==> src/rtl/div_share_sched.sv <==
// div_share_sched
//   Shares one combinational 16/8 array divider between NUM_REQ requesters.
//   A round-robin arbiter grants one request at a time. Divide-by-zero and
//   quotient-overflow cases are resolved locally without touching the divider.
//   Normal operands are registered onto the divider, given LAT settle cycles,
//   and then the result is captured into a valid/ready response register.
//
// Ports
//   clk, rst_n            clock (rising edge), synchronous active-low reset
//   req_valid/req_n/req_d per-requester request valid, dividend, divisor
//   req_ready             one-hot grant, asserted only in IDLE
//   rsp_*                 response handshake, requester id, q/r, dz/ovf flags
//   div_n/div_d           registered operands to the shared divider
//   div_q/div_r           divider result
//   busy                  high when the controller is not IDLE
//
// state | meaning
// IDLE  | arbitrate; accept one request
// WAIT  | divider operands stable, counting down the settle time
// RESP  | response valid, waiting for rsp_ready
module div_share_sched #(
  parameter int NUM_REQ = 4,
  parameter int LAT     = 3,
  parameter int IDW     = 2
) (
  input  logic                   clk,
  input  logic                   rst_n,
  input  logic [NUM_REQ-1:0]     req_valid,
  input  logic [16*NUM_REQ-1:0]  req_n,
  input  logic [8*NUM_REQ-1:0]   req_d,
  output logic [NUM_REQ-1:0]     req_ready,
  output logic                   rsp_valid,
  input  logic                   rsp_ready,
  output logic [IDW-1:0]         rsp_id,
  output logic [7:0]             rsp_q,
  output logic [7:0]             rsp_r,
  output logic                   rsp_dz,
  output logic                   rsp_ovf,
  output logic [15:0]            div_n,
  output logic [7:0]             div_d,
  input  logic [7:0]             div_q,
  input  logic [7:0]             div_r,
  output logic                   busy
);

  typedef enum logic [1:0] {
    IDLE = 2'd0,
    WAIT = 2'd1,
    RESP = 2'd2
  } state_t;

  state_t         state_q, state_d;
  logic [IDW-1:0] ptr_q, ptr_d;
  logic [3:0]     cnt_q, cnt_d;
  logic [IDW-1:0] rsp_id_q, rsp_id_d;
  logic [7:0]     rsp_q_q, rsp_q_d;
  logic [7:0]     rsp_r_q, rsp_r_d;
  logic           rsp_dz_q, rsp_dz_d;
  logic           rsp_ovf_q, rsp_ovf_d;
  logic [15:0]    div_n_q, div_n_d;
  logic [7:0]     div_d_q, div_d_d;

  logic           gnt_any;
  logic [IDW-1:0] gnt_idx;
  logic [IDW-1:0] scan_idx;
  logic [15:0]    sel_n;
  logic [7:0]     sel_d;
  logic           sel_dz;
  logic           sel_ovf;

  // Round-robin pick: scan from ptr+1 upward. Iterating from the farthest
  // candidate down lets the nearest valid one overwrite earlier picks.
  always_comb begin
    gnt_any  = |req_valid;
    gnt_idx  = '0;
    scan_idx = '0;
    for (int k = NUM_REQ; k >= 1; k--) begin
      scan_idx = IDW'((int'(ptr_q) + k) % NUM_REQ);
      if (req_valid[scan_idx]) gnt_idx = scan_idx;
    end
  end

  always_comb begin
    sel_n     = '0;
    sel_d     = '0;
    req_ready = '0;
    for (int i = 0; i < NUM_REQ; i++) begin
      if (gnt_idx == IDW'(i)) begin
        sel_n = req_n[16*i +: 16];
        sel_d = req_d[8*i +: 8];
      end
      req_ready[i] = (state_q == IDLE) && gnt_any && (gnt_idx == IDW'(i));
    end
    sel_dz  = (sel_d == 8'd0);
    // Quotient fits in 8 bits only if the dividend's upper byte is below d.
    sel_ovf = !sel_dz && (sel_n[15:8] >= sel_d);
  end

  always_comb begin
    state_d   = state_q;
    ptr_d     = ptr_q;
    cnt_d     = cnt_q;
    rsp_id_d  = rsp_id_q;
    rsp_q_d   = rsp_q_q;
    rsp_r_d   = rsp_r_q;
    rsp_dz_d  = rsp_dz_q;
    rsp_ovf_d = rsp_ovf_q;
    div_n_d   = div_n_q;
    div_d_d   = div_d_q;
    unique case (state_q)
      IDLE: begin
        if (gnt_any) begin
          ptr_d    = gnt_idx;
          rsp_id_d = gnt_idx;
          if (sel_dz) begin
            rsp_q_d   = 8'hFF;
            rsp_r_d   = sel_n[7:0];
            rsp_dz_d  = 1'b1;
            rsp_ovf_d = 1'b0;
            state_d   = RESP;
          end else if (sel_ovf) begin
            rsp_q_d   = 8'hFF;
            rsp_r_d   = 8'hFF;
            rsp_dz_d  = 1'b0;
            rsp_ovf_d = 1'b1;
            state_d   = RESP;
          end else begin
            div_n_d = sel_n;
            div_d_d = sel_d;
            cnt_d   = 4'(LAT - 1);
            state_d = WAIT;
          end
        end
      end
      WAIT: begin
        if (cnt_q == 4'd0) begin
          rsp_q_d   = div_q;
          rsp_r_d   = div_r;
          rsp_dz_d  = 1'b0;
          rsp_ovf_d = 1'b0;
          state_d   = RESP;
        end else begin
          cnt_d = cnt_q - 4'd1;
        end
      end
      RESP: begin
        if (rsp_ready) state_d = IDLE;
      end
      default: state_d = IDLE;
    endcase
  end

  always_ff @(posedge clk) begin
    if (!rst_n) begin
      state_q   <= IDLE;
      ptr_q     <= IDW'(NUM_REQ - 1);
      cnt_q     <= '0;
      rsp_id_q  <= '0;
      rsp_q_q   <= '0;
      rsp_r_q   <= '0;
      rsp_dz_q  <= 1'b0;
      rsp_ovf_q <= 1'b0;
      div_n_q   <= '0;
      div_d_q   <= '0;
    end else begin
      state_q   <= state_d;
      ptr_q     <= ptr_d;
      cnt_q     <= cnt_d;
      rsp_id_q  <= rsp_id_d;
      rsp_q_q   <= rsp_q_d;
      rsp_r_q   <= rsp_r_d;
      rsp_dz_q  <= rsp_dz_d;
      rsp_ovf_q <= rsp_ovf_d;
      div_n_q   <= div_n_d;
      div_d_q   <= div_d_d;
    end
  end

  assign rsp_valid = (state_q == RESP);
  assign busy      = (state_q != IDLE);
  assign rsp_id    = rsp_id_q;
  assign rsp_q     = rsp_q_q;
  assign rsp_r     = rsp_r_q;
  assign rsp_dz    = rsp_dz_q;
  assign rsp_ovf   = rsp_ovf_q;
  assign div_n     = div_n_q;
  assign div_d     = div_d_q;

endmodule

==> config.mk <==
export PLATFORM = sky130hd
export DESIGN_NAME = div_share_sched
export DESIGN_NICKNAME = d
export VERILOG_FILES = /design/src/rtl/div_share_sched.sv
export SDC_FILE = /design/constraint.sdc
export NUM_CORES = 1
export LEC_CHECK = 0
export CAP_MARGIN = 20
export CORE_ASPECT_RATIO = 1.4
export CORE_MARGIN = 2
export CORE_UTILIZATION = 40
export CTS_CLUSTER_DIAMETER = 100
export CTS_CLUSTER_SIZE = 12
export DETAILED_ROUTE_END_ITERATION = 16
export HOLD_SLACK_MARGIN = 0.1
export PLACE_DENSITY = 0.82
export RECOVER_POWER = 50
export SETUP_SLACK_MARGIN = 0.3
export SYNTH_ARGS = -nofsm -noshare
export SYNTH_HDL_FRONTEND = slang
export SYNTH_SLANG_ARGS = --single-unit
==> constraint.sdc <==
create_clock -name clk -period 6 [get_ports clk]
set_input_delay 1.2 -clock clk [delete_from_list [all_inputs] [get_ports clk]]
set_output_delay 1.2 -clock clk [all_outputs]
set_load 0.05 [all_outputs]
* After elaboration in Yosys (flattened, before gate mapping) *
Index checks and enable logic that the tools add are counted.

word-level totals
  register bits = 52
  latch bits = 0
  memory bits (writable) = 0
  ROM bits = 0
  input port bits = 119
  output and inout bits = 50
  word-level logic and storage cells = 102
  memories = 0

operators by class
  add/sub/neg operators = 5
  $mul = 0
  divide/modulo/power cells = 0
  $lt $le $gt $ge = 5
  equality and inequality tests = 12
  shift-type cells = 0
  mux-type cells = 49
  bitwise operators = 2
  reductions and logical operators = 19

operators by type and width
  operator                                                              number
  8-bit two-way mux                                                     11
  16-bit two-way mux                                                    4
  8-bit case mux with 2 select lines                                    2
  2-bit two-way mux                                                     9
  4-bit two-way mux                                                     4
  2-bit by 3-bit < comparator with 1-bit output, second input constant  4
  1-bit two-way mux                                                     11
  2-bit inequality test, second input constant                          5
  1-bit binary-select mux with 2-bit select                             4
  8-bit >= comparator                                                   1
  8-bit logical NOT                                                     1
  4-bit case mux with 2 select lines                                    1
  4-bit AND reduction                                                   2
  2-bit == test, second input constant                                  3
  1-bit logical AND                                                     6
  2-bit case mux with 3 select lines                                    1
  5-bit AND reduction                                                   1
  2-bit by 1-bit adder with 2-bit output, second input constant         2
  2-bit adder, second input constant                                    2
  2-bit by 1-bit == test with 1-bit output, second input constant       2
  2-bit logical NOT                                                     2
  4-bit logical NOT                                                     1
  1-bit case mux with 2 select lines                                    2
  2-bit nonzero test                                                    2
  other kinds (8)                                                       9

* Depth between registers and ports, before layout *
Gate-level depths: netlist of the first run.

  depth in word-level cells = 19
  gate-level depth with buffers = 18
  mapped depth without buffers = 15

* Least setup slack after synthesis of the first run *
OpenSTA, ideal clock, no wires.

  path type = input to register
  start = in req_valid[2]
  end = reg div_d_q[2] (netlist: div_d[2])
  library setup time = 0.120 ns
  data arrival time = 4.432 ns
  slack = 1.449 ns
  stages on the path = 16
  cells stage by stage = nand2b_1 a21boi_2 o21ai_4 clkbuf_1 mux2_2 o21ai_0 ha_1 nand2b_1 a21o_1 a21o_1 a211oi_1 o21a_1 o21a_1 nand3_4 buf_6 mux2i_1

between the ends
  cells in the longest elaborated chain, start to end = 16
  elaborated cells on any way between the ends = 32
  those cells by class = order compare (1); eq/ne (3); mux (20); bitwise (2); reduce/logical (6)

RTL lines
  what                                                                          RTL line  RTL
  from (decl)                                                                   28        input logic [NUM_REQ-1:0] req_valid,
  parallel branches: the longest is 16 deep, another holds 8-bit >= comparator  n/a
  to (signal assigned)                                                          175       div_d_q <= div_d_d;
  to (decl)                                                                     61        logic [7:0] div_d_q, div_d_d;

Several ways; the timed one is not identified. The select of a mux whose other input is x is not followed.
A chain may end at the register's enable or synchronous reset.

* Worst setup path after layout of the first run *
  start = in req_valid[0]
  end = reg cnt_q[2]

between the ends
  elaborated cells on any way between the ends = 33
  those cells by class = order compare (1); eq/ne (6); mux (20); reduce/logical (6)

RTL lines
  what                                        RTL line  RTL
  1-bit binary-select mux with 2-bit select   79        if (req_valid[scan_idx]) gnt_idx = scan_idx;
  1-bit two-way mux (not written as such)     79
  2-bit two-way mux (3 in series)             79
  2-bit two-way mux (*)                       79
  2-bit logical NOT                           88        if (gnt_idx == IDW'(i)) begin
  16-bit two-way mux (3 in series)            88
  16-bit two-way mux (*)                      88
  named net sel_n[9]                          66        logic [15:0] sel_n;
  8-bit >= comparator (*)                     96        sel_ovf = !sel_dz && (sel_n[15:8] >= sel_d);
  1-bit logical AND (*)                       96
  2-bit inequality test (no source line) (*)  n/a
  5-bit AND reduction (no source line) (*)    n/a
  to (signal assigned)                        168       cnt_q <= cnt_d;
  to (decl)                                   54        logic [3:0] cnt_q, cnt_d;

The timed path passes the listed nets; every way through them passes the cells marked *. The select of a mux whose other input is x is not followed.

==> results.sh, run 1 <==
export IMPL_die_width_um=79.32
export IMPL_place_ws_ns=0.5808
export IMPL_ys_dominant_reg_cell="sky130_fd_sc_hd__dfxtp_1"
export IMPL_synth_edf_count=0
export IMPL_grt_total_usage_pct=22.36
export IMPL_synth_ff_latch_count=52
export IMPL_drive_gt1_share_pct=7.061
export IMPL_cts_tree="built"
export IMPL_powerDensity_nw_per_um2=492.7
export IMPL_run_status="complete, no violations"
export IMPL_swShare_pct=49.91
export IMPL_drv_slew=0
export IMPL_worst_path_max_delay_cell="sky130_fd_sc_hd__dlygate4sd3_1"
export IMPL_ctsHoldBuffers=0
export IMPL_port_buffers=168
export IMPL_die_area_sq_um=8681
export IMPL_critical_path_class="in2reg"
export IMPL_critPathCaptureType="flip-flop"
export IMPL_post_route_drc_count=0
export IMPL_path_max_fanout=27
export IMPL_path_cells="dlygate4sd3_1 > a21oi_1 > a31o_1 > o22a_1 > buf_4 > nand2_1 > a31oi_1 > ha_1 > a21o_1 > a21o_1 > a211oi_1 > o21a_1 > o21a_1 > nand3_4 > and3_1"
export IMPL_n_fill_cell=689
export IMPL_ant_nets=0
export IMPL_r2r_start="ptr_q[1]"
export IMPL_clockRootBuffer="sky130_fd_sc_hd__clkbuf_8"
export IMPL_drv_max_cap_violation_count=0
export IMPL_max_slew_worst_pin_slew_ns=0.7819
export IMPL_dr_pass1_iters=4
export IMPL_nNetsFinal=651
export IMPL_unrepaired_setup_endpoints_after_global_routing="no"
export IMPL_fin_worst_skew_ns=0.008146
export IMPL_post_cts_repair_setup_buffers=0
export IMPL_most_heavily_used_metal_layer_in_global_routing="met2"
export IMPL_worstSetupStartpointType="primary input"
export IMPL_startpoint="req_valid[0]"
export IMPL_dp_final_hpwl_um=8251
export IMPL_most_common_layout_cells="sky130_fd_sc_hd__clkdlybuf4s50_1, sky130_fd_sc_hd__nand2_1, sky130_fd_sc_hd__dfxtp_1, sky130_fd_sc_hd__dlygate4sd3_1, sky130_fd_sc_hd__mux2i_1"
export IMPL_clk_latency_ns=0.31
export IMPL_layout_commonest_cell="sky130_fd_sc_hd__clkdlybuf4s50_1"
export IMPL_synth_seq_area_share_pct=32.77
export IMPL_clock_tree_htree_level_count=2
export IMPL_grt_pass1_vias=3230
export IMPL_max_vdd_ir_drop_v=0.0002359
export IMPL_crit_path_max_incr_delay_ns=0.61
export IMPL_async_flop_share_pct=0
export IMPL_worst_slack_ns=0.7899
export IMPL_wl_per_cell_um=16.00
export IMPL_critPathArrivalTime_ns=5.42
export IMPL_ios=169
export IMPL_finalWorstPathRequiredPeriod_ns=5.210
export IMPL_synthToLayoutAreaGrowth_pct=58.05
export IMPL_routed_wirelength_um=9983
export IMPL_synth_avg_cell_area_sq_um=8.633
export IMPL_synth_distinct_cells=47
export IMPL_grt_pass1_wl_um=15210
export IMPL_avgViaCountPerCell=5.277
export IMPL_setup_tns_ns=0
export IMPL_floorplan_rows=38
export IMPL_dr_first_iter_drc_count=193
export IMPL_initial_core_util_pct=40.99
export IMPL_critPathBufInv=2
export IMPL_antenna_cells=0
export IMPL_finalWeightedCongestion=0.8765
export IMPL_worst_hold_slack_ns=0.4612
export IMPL_gr_usage_met2_pct=42.01
export IMPL_power_frac_seq_pct=22.2
export IMPL_net_switching_power_uw=1235
export IMPL_cts_inserted_buffers=5
export IMPL_design_core_area_sq_um=7750
export IMPL_grt_met3_usage_pct=2.791
export IMPL_cp_top_family="compound AO/OA/AOI/OAI gates"
export IMPL_syn_inst=368
export IMPL_grt_remaining_overflow=0
export IMPL_share_of_the_clock_period_used_by_the_worst_path_after_layout_pct=86.84
export IMPL_setup_viol=0
export IMPL_hold_path_class="reg2reg"
export IMPL_power_clock_fraction_pct=9.9
export IMPL_ys_warn_count=0
export IMPL_num_vias=3293
export IMPL_regToRegSetupSlack_ns=1.84
export IMPL_cts_num_sinks=52
export IMPL_clk_pin_slew_ns=0.10
export IMPL_synthesis_area_sq_um=3177
export IMPL_antenna_violations_before_repair=0
export IMPL_cts_buffer_depth=2
export IMPL_slew_limit_headroom_pct=47.87
export IMPL_postSynthNetCount=496
export IMPL_critPathRequiredTime_ns=6.21
export IMPL_grt_max_degree=86
export IMPL_internal_power_uw=1239
export IMPL_cts_resized_gates=0
export IMPL_comb_power_share_pct=67.8
export IMPL_timing_hold_violations_final=0
export IMPL_use_met1_pct=26.06
export IMPL_worst_hold_launch="div_n[7]"
export IMPL_timing_fmax_mhz=191.9
export IMPL_die_height_um=109.4
export IMPL_power_leakage_uw=0.002127
[area by class of cell]
cell class	count	area, sq um	share of cell area, %
clock buffers	5	68.82	1.371
clock inverters	3	46.29	0.9220
inverters	11	41.29	0.8223
multi-input cells	280	1984	39.52
flip-flops and latches	52	1041	20.73
well taps	100	125.1	2.492
repair buffers	173	1714	34.14
[cell usage after synthesis, types with 2 or more instances]
cell	n	share of area (%)
sky130_fd_sc_hd__inv_1	11	1.3
sky130_fd_sc_hd__nand2b_1	6	1.2
sky130_fd_sc_hd__mux2_2	2	0.71
sky130_fd_sc_hd__mux2i_1	34	11
sky130_fd_sc_hd__clkbuf_1	20	2.4
sky130_fd_sc_hd__dfxtp_1	52	33
sky130_fd_sc_hd__and2_0	4	0.79
sky130_fd_sc_hd__buf_1	2	0.24
sky130_fd_sc_hd__and3_1	7	1.4
sky130_fd_sc_hd__and2_1	11	2.2
sky130_fd_sc_hd__a21o_1	2	0.47
sky130_fd_sc_hd__nor2_1	12	1.4
sky130_fd_sc_hd__o21ai_4	2	1.0
sky130_fd_sc_hd__o21ai_0	8	1.3
sky130_fd_sc_hd__nand2_1	93	11
sky130_fd_sc_hd__nor4_1	2	0.39
sky130_fd_sc_hd__mux4_2	8	5.7
sky130_fd_sc_hd__buf_6	2	0.71
sky130_fd_sc_hd__o21a_1	3	0.71
sky130_fd_sc_hd__a31oi_1	15	3.0
sky130_fd_sc_hd__nor3_1	2	0.32
sky130_fd_sc_hd__a211oi_1	16	3.8
sky130_fd_sc_hd__o221a_1	8	2.8
sky130_fd_sc_hd__o221ai_1	8	2.2
sky130_fd_sc_hd__ha_1	9	3.5
sky130_fd_sc_hd__a21oi_1	3	0.47
sky130_fd_sc_hd__nand3_1	3	0.47
sky130_fd_sc_hd__xnor2_1	3	0.83
sky130_fd_sc_hd__or2_2	2	0.39
[stage by stage]
| step | instance area, sq um | instances | utilization [%] | power (uW) |
|---|---|---|---|---|
| final | 5021 | 624 | 64.79 | 2474 |
| after global routing | 5021 | 624 | 64.79 | 2625 |
| after CTS | 5021 | 624 | 64.79 | 2536 |
| after detailed placement | 4906 | 616 | 63.30 | 2287 |
| after floorplan | 3177 | 368 | - | 1795 |
| after global placement | 4906 | 616 | 63.30 | 2257 |
[logic make-up after synthesis]
logic type / after synthesis / share of synthesized area, %
multiplexers: 44 / 17.09
AND/OR/NAND/NOR: 149 / 22.02
adder cells (fa/ha/maj): 9 / 3.545
AO/OA/AOI/OAI: 75 / 18.98
flip-flops: 52 / 32.77
buffers and inverters: 36 / 4.765
XOR/XNOR: 3 / 0.8272
[worst paths after layout]
| path | to | cells after the start |
|---|---|---|
| worst max-delay path | cnt_q[2] | 15 |
| worst min-delay path | div_n[7] | 2 |
| worst max register to register | cnt_q[2] | 15 |
| worst min register to register | div_n[7] | 2 |
[sequential cells by signal (all words and copies together) (netlist names)]
register / cells
cnt_q: 4
div_d: 8
div_n: 16
ptr_q: 2
rsp_dz: 1
rsp_id: 2
rsp_ovf: 1
rsp_q: 8
rsp_r: 8
state_q: 2
[worst reg2reg max path, cell delays in order, from the launching register on]
cell and delay (ns):
sky130_fd_sc_hd__dfxtp_1 0.48, sky130_fd_sc_hd__a21oi_1 0.12, sky130_fd_sc_hd__a31o_1 0.22, sky130_fd_sc_hd__o22ai_2 0.28, sky130_fd_sc_hd__buf_4 0.34, sky130_fd_sc_hd__and2_1 0.18
sky130_fd_sc_hd__a211oi_1 0.05, sky130_fd_sc_hd__a31oi_1 0.32, sky130_fd_sc_hd__ha_1 0.30, sky130_fd_sc_hd__a21o_1 0.16, sky130_fd_sc_hd__a21o_1 0.17, sky130_fd_sc_hd__a211oi_1 0.26
sky130_fd_sc_hd__o21a_1 0.18, sky130_fd_sc_hd__o21a_1 0.27, sky130_fd_sc_hd__nand3_4 0.40, sky130_fd_sc_hd__and3_1 0.35
[routing by layer]
layer | wire length (um) | vias to the layer above
li1 | - | 1623
met2 | 5463 | 126
met3 | 531 | 16
met1 | 3763 | 1528
met5 | 0 | -
met4 | 224 | 0
[power by group through the flow]
| stage | logic, uW | clock network, uW | registers (uW) |
|---|---|---|---|
| global placement | 1700 | 0 | 558 |
| CTS | 1730 | 251 | 557 |
| finish | 1680 | 245 | 550 |
| floorplan | 862 | 0 | 933 |
| global route | 1790 | 265 | 568 |
| detailed placement | 1720 | 0 | 565 |
Note: power is estimated with default switching activity, not from simulation.
==> inputs of run 2 (changes only) <==
- CAP_MARGIN: 20 -> unset
- CORE_MARGIN: 2 -> unset
- CORE_UTILIZATION: 40 -> 43
- PLACE_DENSITY: 0.82 -> 0.87
- clock period: 6 -> 6.2 ns (I/O delays scaled with it)
==> run 2 against run 1 <==
- worst hold slack lost 0.0043 ns
- routed wire length is 0.35% higher
- combinational power down 3%
- die area is 11% lower
- critical path depth shrank 8
- final cell count shrank 0.80%
- first-iteration DRC count grew 25%
- count of clock-buffer cells in the layout stayed put
==> results.sh, run 2 (same netlist as run 1, synthesis figures left out) <==
export IMPL_cts_num_sinks=52
export IMPL_flip_flop_count_of_the_largest_register_all_copies_and_words_added=16
export IMPL_grt_remaining_overflow=0
export IMPL_floorplan_rows=36
export IMPL_hold_path_class="reg2reg"
export IMPL_timing_hold_violations_final=0
export IMPL_ios=169
export IMPL_r2r_start="ptr_q[1]"
export IMPL_dr_pass1_iters=5
export IMPL_nNetsFinal=651
export IMPL_routed_wirelength_um=10020
export IMPL_share_of_the_clock_period_used_by_the_worst_path_after_layout_pct=85.38
export IMPL_fin_worst_skew_ns=0.01027
export IMPL_worst_r2r_cell_count=13
export IMPL_grt_pass1_vias=3284
export IMPL_most_common_layout_cells="sky130_fd_sc_hd__clkdlybuf4s50_1, sky130_fd_sc_hd__nand2_1, sky130_fd_sc_hd__dfxtp_1, sky130_fd_sc_hd__dlygate4sd3_1, sky130_fd_sc_hd__mux2i_1"
export IMPL_antenna_violations_before_repair=0
export IMPL_synthToLayoutAreaGrowth_pct=57.86
export IMPL_cts_resized_gates=0
export IMPL_ant_nets=0
export IMPL_dp_final_hpwl_um=8004
export IMPL_die_height_um=103.7
export IMPL_initial_core_util_pct=44.92
export IMPL_unrepaired_setup_endpoints_after_global_routing="no"
export IMPL_post_cts_repair_setup_buffers=0
export IMPL_die_width_um=74.65
export IMPL_grt_max_degree=86
export IMPL_finalWeightedCongestion=0.8679
export IMPL_regToRegSetupSlack_ns=2.02
export IMPL_clk_pin_slew_ns=0.09
export IMPL_drv_slew=0
export IMPL_critPathCaptureType="primary output"
export IMPL_cts_buffer_depth=2
export IMPL_critPathRequiredTime_ns=4.96
export IMPL_timing_fmax_mhz=188.9
export IMPL_layout_commonest_cell="sky130_fd_sc_hd__clkdlybuf4s50_1"
export IMPL_cts_inserted_buffers=5
export IMPL_run_status="complete, no violations"
export IMPL_post_route_drc_count=0
export IMPL_powerDensity_nw_per_um2=480.2
export IMPL_hold_depth=2
export IMPL_regToRegEndpoint="cnt_q[3]"
export IMPL_slew_limit_headroom_pct=46.03
export IMPL_antenna_cells=0
export IMPL_critPathArrivalTime_ns=4.05
export IMPL_dr_first_iter_drc_count=241
export IMPL_port_buffers=168
export IMPL_finalWorstPathRequiredPeriod_ns=5.294
export IMPL_setup_viol=0
export IMPL_avgViaCountPerCell=5.515
export IMPL_die_area_sq_um=7741
export IMPL_critical_path_class="in2out"
export IMPL_drv_max_cap_violation_count=0
export IMPL_n_fill_cell=581
export IMPL_worstSetupStartpointType="primary input"
export IMPL_worst_hold_launch="div_n[9]"
export IMPL_setup_tns_ns=0
export IMPL_num_vias=3414
export IMPL_grt_pass1_wl_um=15550
export IMPL_grt_total_usage_pct=26.17
export IMPL_drive_gt1_share_pct=7.061
export IMPL_design_core_area_sq_um=7072
export IMPL_power_leakage_uw=0.002127
export IMPL_wl_per_cell_um=16.18
export IMPL_max_vdd_ir_drop_v=0.0002648
export IMPL_max_slew_worst_pin_slew_ns=0.8096
export IMPL_path_max_fanout=26
export IMPL_cts_tree="built"
export IMPL_place_ws_ns=0.6969
export IMPL_worst_slack_ns=0.9064
export IMPL_clockRootBuffer="sky130_fd_sc_hd__clkbuf_8"
export IMPL_endpoint_worst_hold="div_n[9]"
export IMPL_ctsHoldBuffers=0
export IMPL_clk_latency_ns=0.31
export IMPL_clock_tree_htree_level_count=2
-- run 2: layout make-up --
cell class	instances	area (sq um)	area share (%)
Clock inverter	3	46.29	0.9232
Timing Repair Buffer	173	1714	34.18
Clock buffer	5	68.82	1.372
Tap cell	95	118.9	2.370
Multi-Input combinational cell	280	1984	39.57
Sequential cell	52	1041	20.76
Inverter	11	41.29	0.8234
-- run 2: power by group --
group	internal (uW)	switching, uW	total [uW]
registers	463	71.2	535
logic	615	1020	1630
clock network	122	119	241
-- run 2: how the worst max path moves through the flow --
stage	from	endpoint	depth (start not counted)
floorplan	req_valid[2]	div_d[2]	16
global route	req_valid[0]	cnt_q[3]	14
CTS	req_valid[0]	req_ready[2]	7
detailed placement	req_valid[0]	cnt_q[3]	14
finish	req_valid[0]	req_ready[2]	7
global placement	req_valid[0]	cnt_q[2]	14
-- run 2: through the flow --
stage	instance area (sq um)	util (%)	std cells	hold slack [ns]	power, uW
after CTS	5015	70.91	619	0.4642	2455
after global routing	5015	70.91	619	0.4879	2540
after floorplan	3177	-	368	0.4956	1737
final	5015	70.91	619	0.4570	2408
after detailed placement	4900	69.29	611	0.4509	2211
after global placement	4900	69.29	611	0.4447	2171
-- run 2: worst max-delay path, stage by stage --
cell	delay [ns]
sky130_fd_sc_hd__dlygate4sd3_1	0.61
sky130_fd_sc_hd__a21oi_1	0.18
sky130_fd_sc_hd__a31o_1	0.15
sky130_fd_sc_hd__o22a_1	0.68
sky130_fd_sc_hd__nand2_1	0.21
sky130_fd_sc_hd__nor2_1	0.15
sky130_fd_sc_hd__clkdlybuf4s50_1	0.81
-- run 2: metal layers --
layer	track usage (%)	share of wire, %	up-vias	routed length (um)
met4	12.40	3.9	0	393
met5	0	0	-	0
li1	-	-	1623	-
met3	3.696	4.4	30	445
met1	30.17	38	1608	3804
met2	45.69	54	153	5375
==> inputs of run 3 (changes only) <==
- REMOVE_ABC_BUFFERS: unset -> 1
==> run 3 against run 2 <==
- register-to-register slack improved by 0.07 ns
- cell area about the same
- non-clock buffer count decreased by 1
- combinational power about the same
- clock skew decreased by 0.0024 ns
- final cell count decreased by 0.16%
- worst setup slack improved by 0.074 ns
- first-iteration DRC count decreased by 31%
- power about the same
- via count decreased by 2.5%
- flip-flop and latch count unchanged
- critical path depth increased by 9
- critical endpoint is now cnt_q[0]
==> results.sh, run 3 (same netlist as run 1, synthesis figures left out) <==
export IMPL_run_status="complete, no violations"
export IMPL_port_buffers=168
export IMPL_die_height_um=103.7
export IMPL_drive_gt1_share_pct=6.883
export IMPL_floorplan_rows=36
export IMPL_n_fill_cell=571
export IMPL_post_cts_repair_setup_buffers=0
export IMPL_dr_pass1_iters=4
export IMPL_share_of_the_clock_period_used_by_the_worst_path_after_layout_pct=84.20
export IMPL_slew_limit_headroom_pct=49.42
export IMPL_most_common_layout_cells="sky130_fd_sc_hd__clkdlybuf4s50_1, sky130_fd_sc_hd__nand2_1, sky130_fd_sc_hd__dfxtp_1, sky130_fd_sc_hd__dlygate4sd3_1, sky130_fd_sc_hd__mux2i_1"
export IMPL_design_core_area_sq_um=7072
export IMPL_critPathRequiredTime_ns=6.39
export IMPL_area_of_the_multi_input_gates_sq_um=1984
export IMPL_finalWeightedCongestion=0.8244
export IMPL_cts_inserted_buffers=5
export IMPL_finalWorstPathRequiredPeriod_ns=5.220
export IMPL_synthToLayoutAreaGrowth_pct=57.98
export IMPL_layout_commonest_cell="sky130_fd_sc_hd__clkdlybuf4s50_1"
export IMPL_nNetsFinal=650
export IMPL_clockRootBuffer="sky130_fd_sc_hd__clkbuf_8"
export IMPL_critical_path_class="in2reg"
export IMPL_dr_first_iter_drc_count=166
export IMPL_grt_total_usage_pct=25.00
export IMPL_die_width_um=74.65
export IMPL_cts_resized_gates=0
export IMPL_path_max_fanout=27
export IMPL_grt_pass1_wl_um=15130
export IMPL_layout_area_seq_sq_um=1041
export IMPL_num_vias=3329
export IMPL_max_vdd_ir_drop_v=0.0002994
export IMPL_wl_per_cell_um=15.50
export IMPL_hold_path_class="reg2reg"
export IMPL_critPathCaptureType="flip-flop"
export IMPL_die_area_sq_um=7741
export IMPL_grt_max_degree=86
export IMPL_timing_hold_violations_final=0
export IMPL_antenna_violations_before_repair=0
export IMPL_ctsHoldBuffers=0
export IMPL_clk_pin_slew_ns=0.09
export IMPL_grt_pass1_vias=3265
export IMPL_timing_fmax_mhz=191.6
export IMPL_ios=169
export IMPL_worstSetupStartpointType="primary input"
export IMPL_routed_wirelength_um=9582
export IMPL_drv_max_cap_violation_count=0
export IMPL_setup_viol=0
export IMPL_ant_nets=0
export IMPL_grt_remaining_overflow=0
export IMPL_setup_tns_ns=0
export IMPL_cts_num_sinks=52
export IMPL_initial_core_util_pct=44.92
export IMPL_powerDensity_nw_per_um2=479.7
export IMPL_cts_buffer_depth=2
export IMPL_critPathArrivalTime_ns=5.41
export IMPL_utilization_pct=70.97
export IMPL_clock_tree_htree_level_count=2
export IMPL_unrepaired_setup_endpoints_after_global_routing="no"
export IMPL_antenna_cells=0
export IMPL_regToRegSetupSlack_ns=2.09
export IMPL_fin_worst_skew_ns=0.007854
export IMPL_dp_final_hpwl_um=7582
export IMPL_clk_latency_ns=0.30
export IMPL_max_slew_worst_pin_slew_ns=0.7588
export IMPL_power_leakage_uw=0.002134
export IMPL_post_route_drc_count=0
export IMPL_worst_hold_slack_ns=0.4620
export IMPL_flip_flop_count_of_the_largest_register_all_copies_and_words_added=16
export IMPL_cts_tree="built"
export IMPL_drv_slew=0
export IMPL_avgViaCountPerCell=5.387
run 3: cell count changes in the layout (fill, tap and decap cells not counted):
cell,change
sky130_fd_sc_hd__buf_4,-1
sky130_fd_sc_hd__clkbuf_8,+2
sky130_fd_sc_hd__clkdlybuf4s50_1,-1
sky130_fd_sc_hd__clkinvlp_4,-1
sky130_fd_sc_hd__dlygate4sd3_1,+1
sky130_fd_sc_hd__inv_6,-1
run 3: area by class of cell:
| type | count | area share (%) |
|---|---|---|
| Timing Repair Buffer | 172 | 34.01 |
| Clock buffer | 7 | 1.920 |
| Clock inverter | 1 | 0.5984 |
| Multi-Input combinational cell | 280 | 39.54 |
| Tap cell | 95 | 2.368 |
| Inverter | 11 | 0.8227 |
| Sequential cell | 52 | 20.74 |
run 3: critical path, stage by stage:
cell	delay, ns
sky130_fd_sc_hd__dlygate4sd3_1	0.63
sky130_fd_sc_hd__a21oi_1	0.10
sky130_fd_sc_hd__a31o_1	0.23
sky130_fd_sc_hd__o22ai_2	0.39
sky130_fd_sc_hd__buf_4	0.36
sky130_fd_sc_hd__and2_1	0.17
sky130_fd_sc_hd__a211oi_1	0.04
sky130_fd_sc_hd__a31oi_1	0.23
sky130_fd_sc_hd__ha_1	0.28
sky130_fd_sc_hd__a21o_1	0.15
sky130_fd_sc_hd__a21o_1	0.17
sky130_fd_sc_hd__a211oi_1	0.22
sky130_fd_sc_hd__o21a_1	0.17
sky130_fd_sc_hd__o21a_1	0.26
sky130_fd_sc_hd__nand3_4	0.42
sky130_fd_sc_hd__and3_1	0.35
run 3: metal layers:
metal	vias up	wire [um]	track usage, %
met1	1548	3492	27.13
li1	1624	-	-
met5	-	0	0
met4	0	210	7.143
met2	141	5320	47.55
met3	16	559	3.696
run 3: report_power, final:
| part | switching (uW) | total [uW] | internal, uW |
|---|---|---|---|
| Combinational | 1010 | 1620 | 610 |
| Clock | 109 | 252 | 143 |
| Sequential | 70.3 | 534 | 463 |
| Total | 1190 | 2410 | 1220 |
run 3: metrics by stage:
stage               setup slack [ns]  instance area (sq um)  power, uW  instances
detailed placement            0.6421                   4892       2212        610
floorplan                      1.310                   3067       1689        343
CTS                           0.9597                   5019       2468        618
global placement              0.7563                   4892       2172        610
global route                  0.6887                   5019       2552        618
finish                        0.9799                   5019       2407        618
run 3: path summary, 6_finish.rpt:
kind / from / endpoint / depth (start not counted)
hold / removal: div_d[5] / div_d[5] / 2
setup / recovery: req_valid[0] / cnt_q[0] / 16
hold reg to reg: div_d[5] / div_d[5] / 2
setup reg to reg: ptr_q[1] / cnt_q[0] / 15
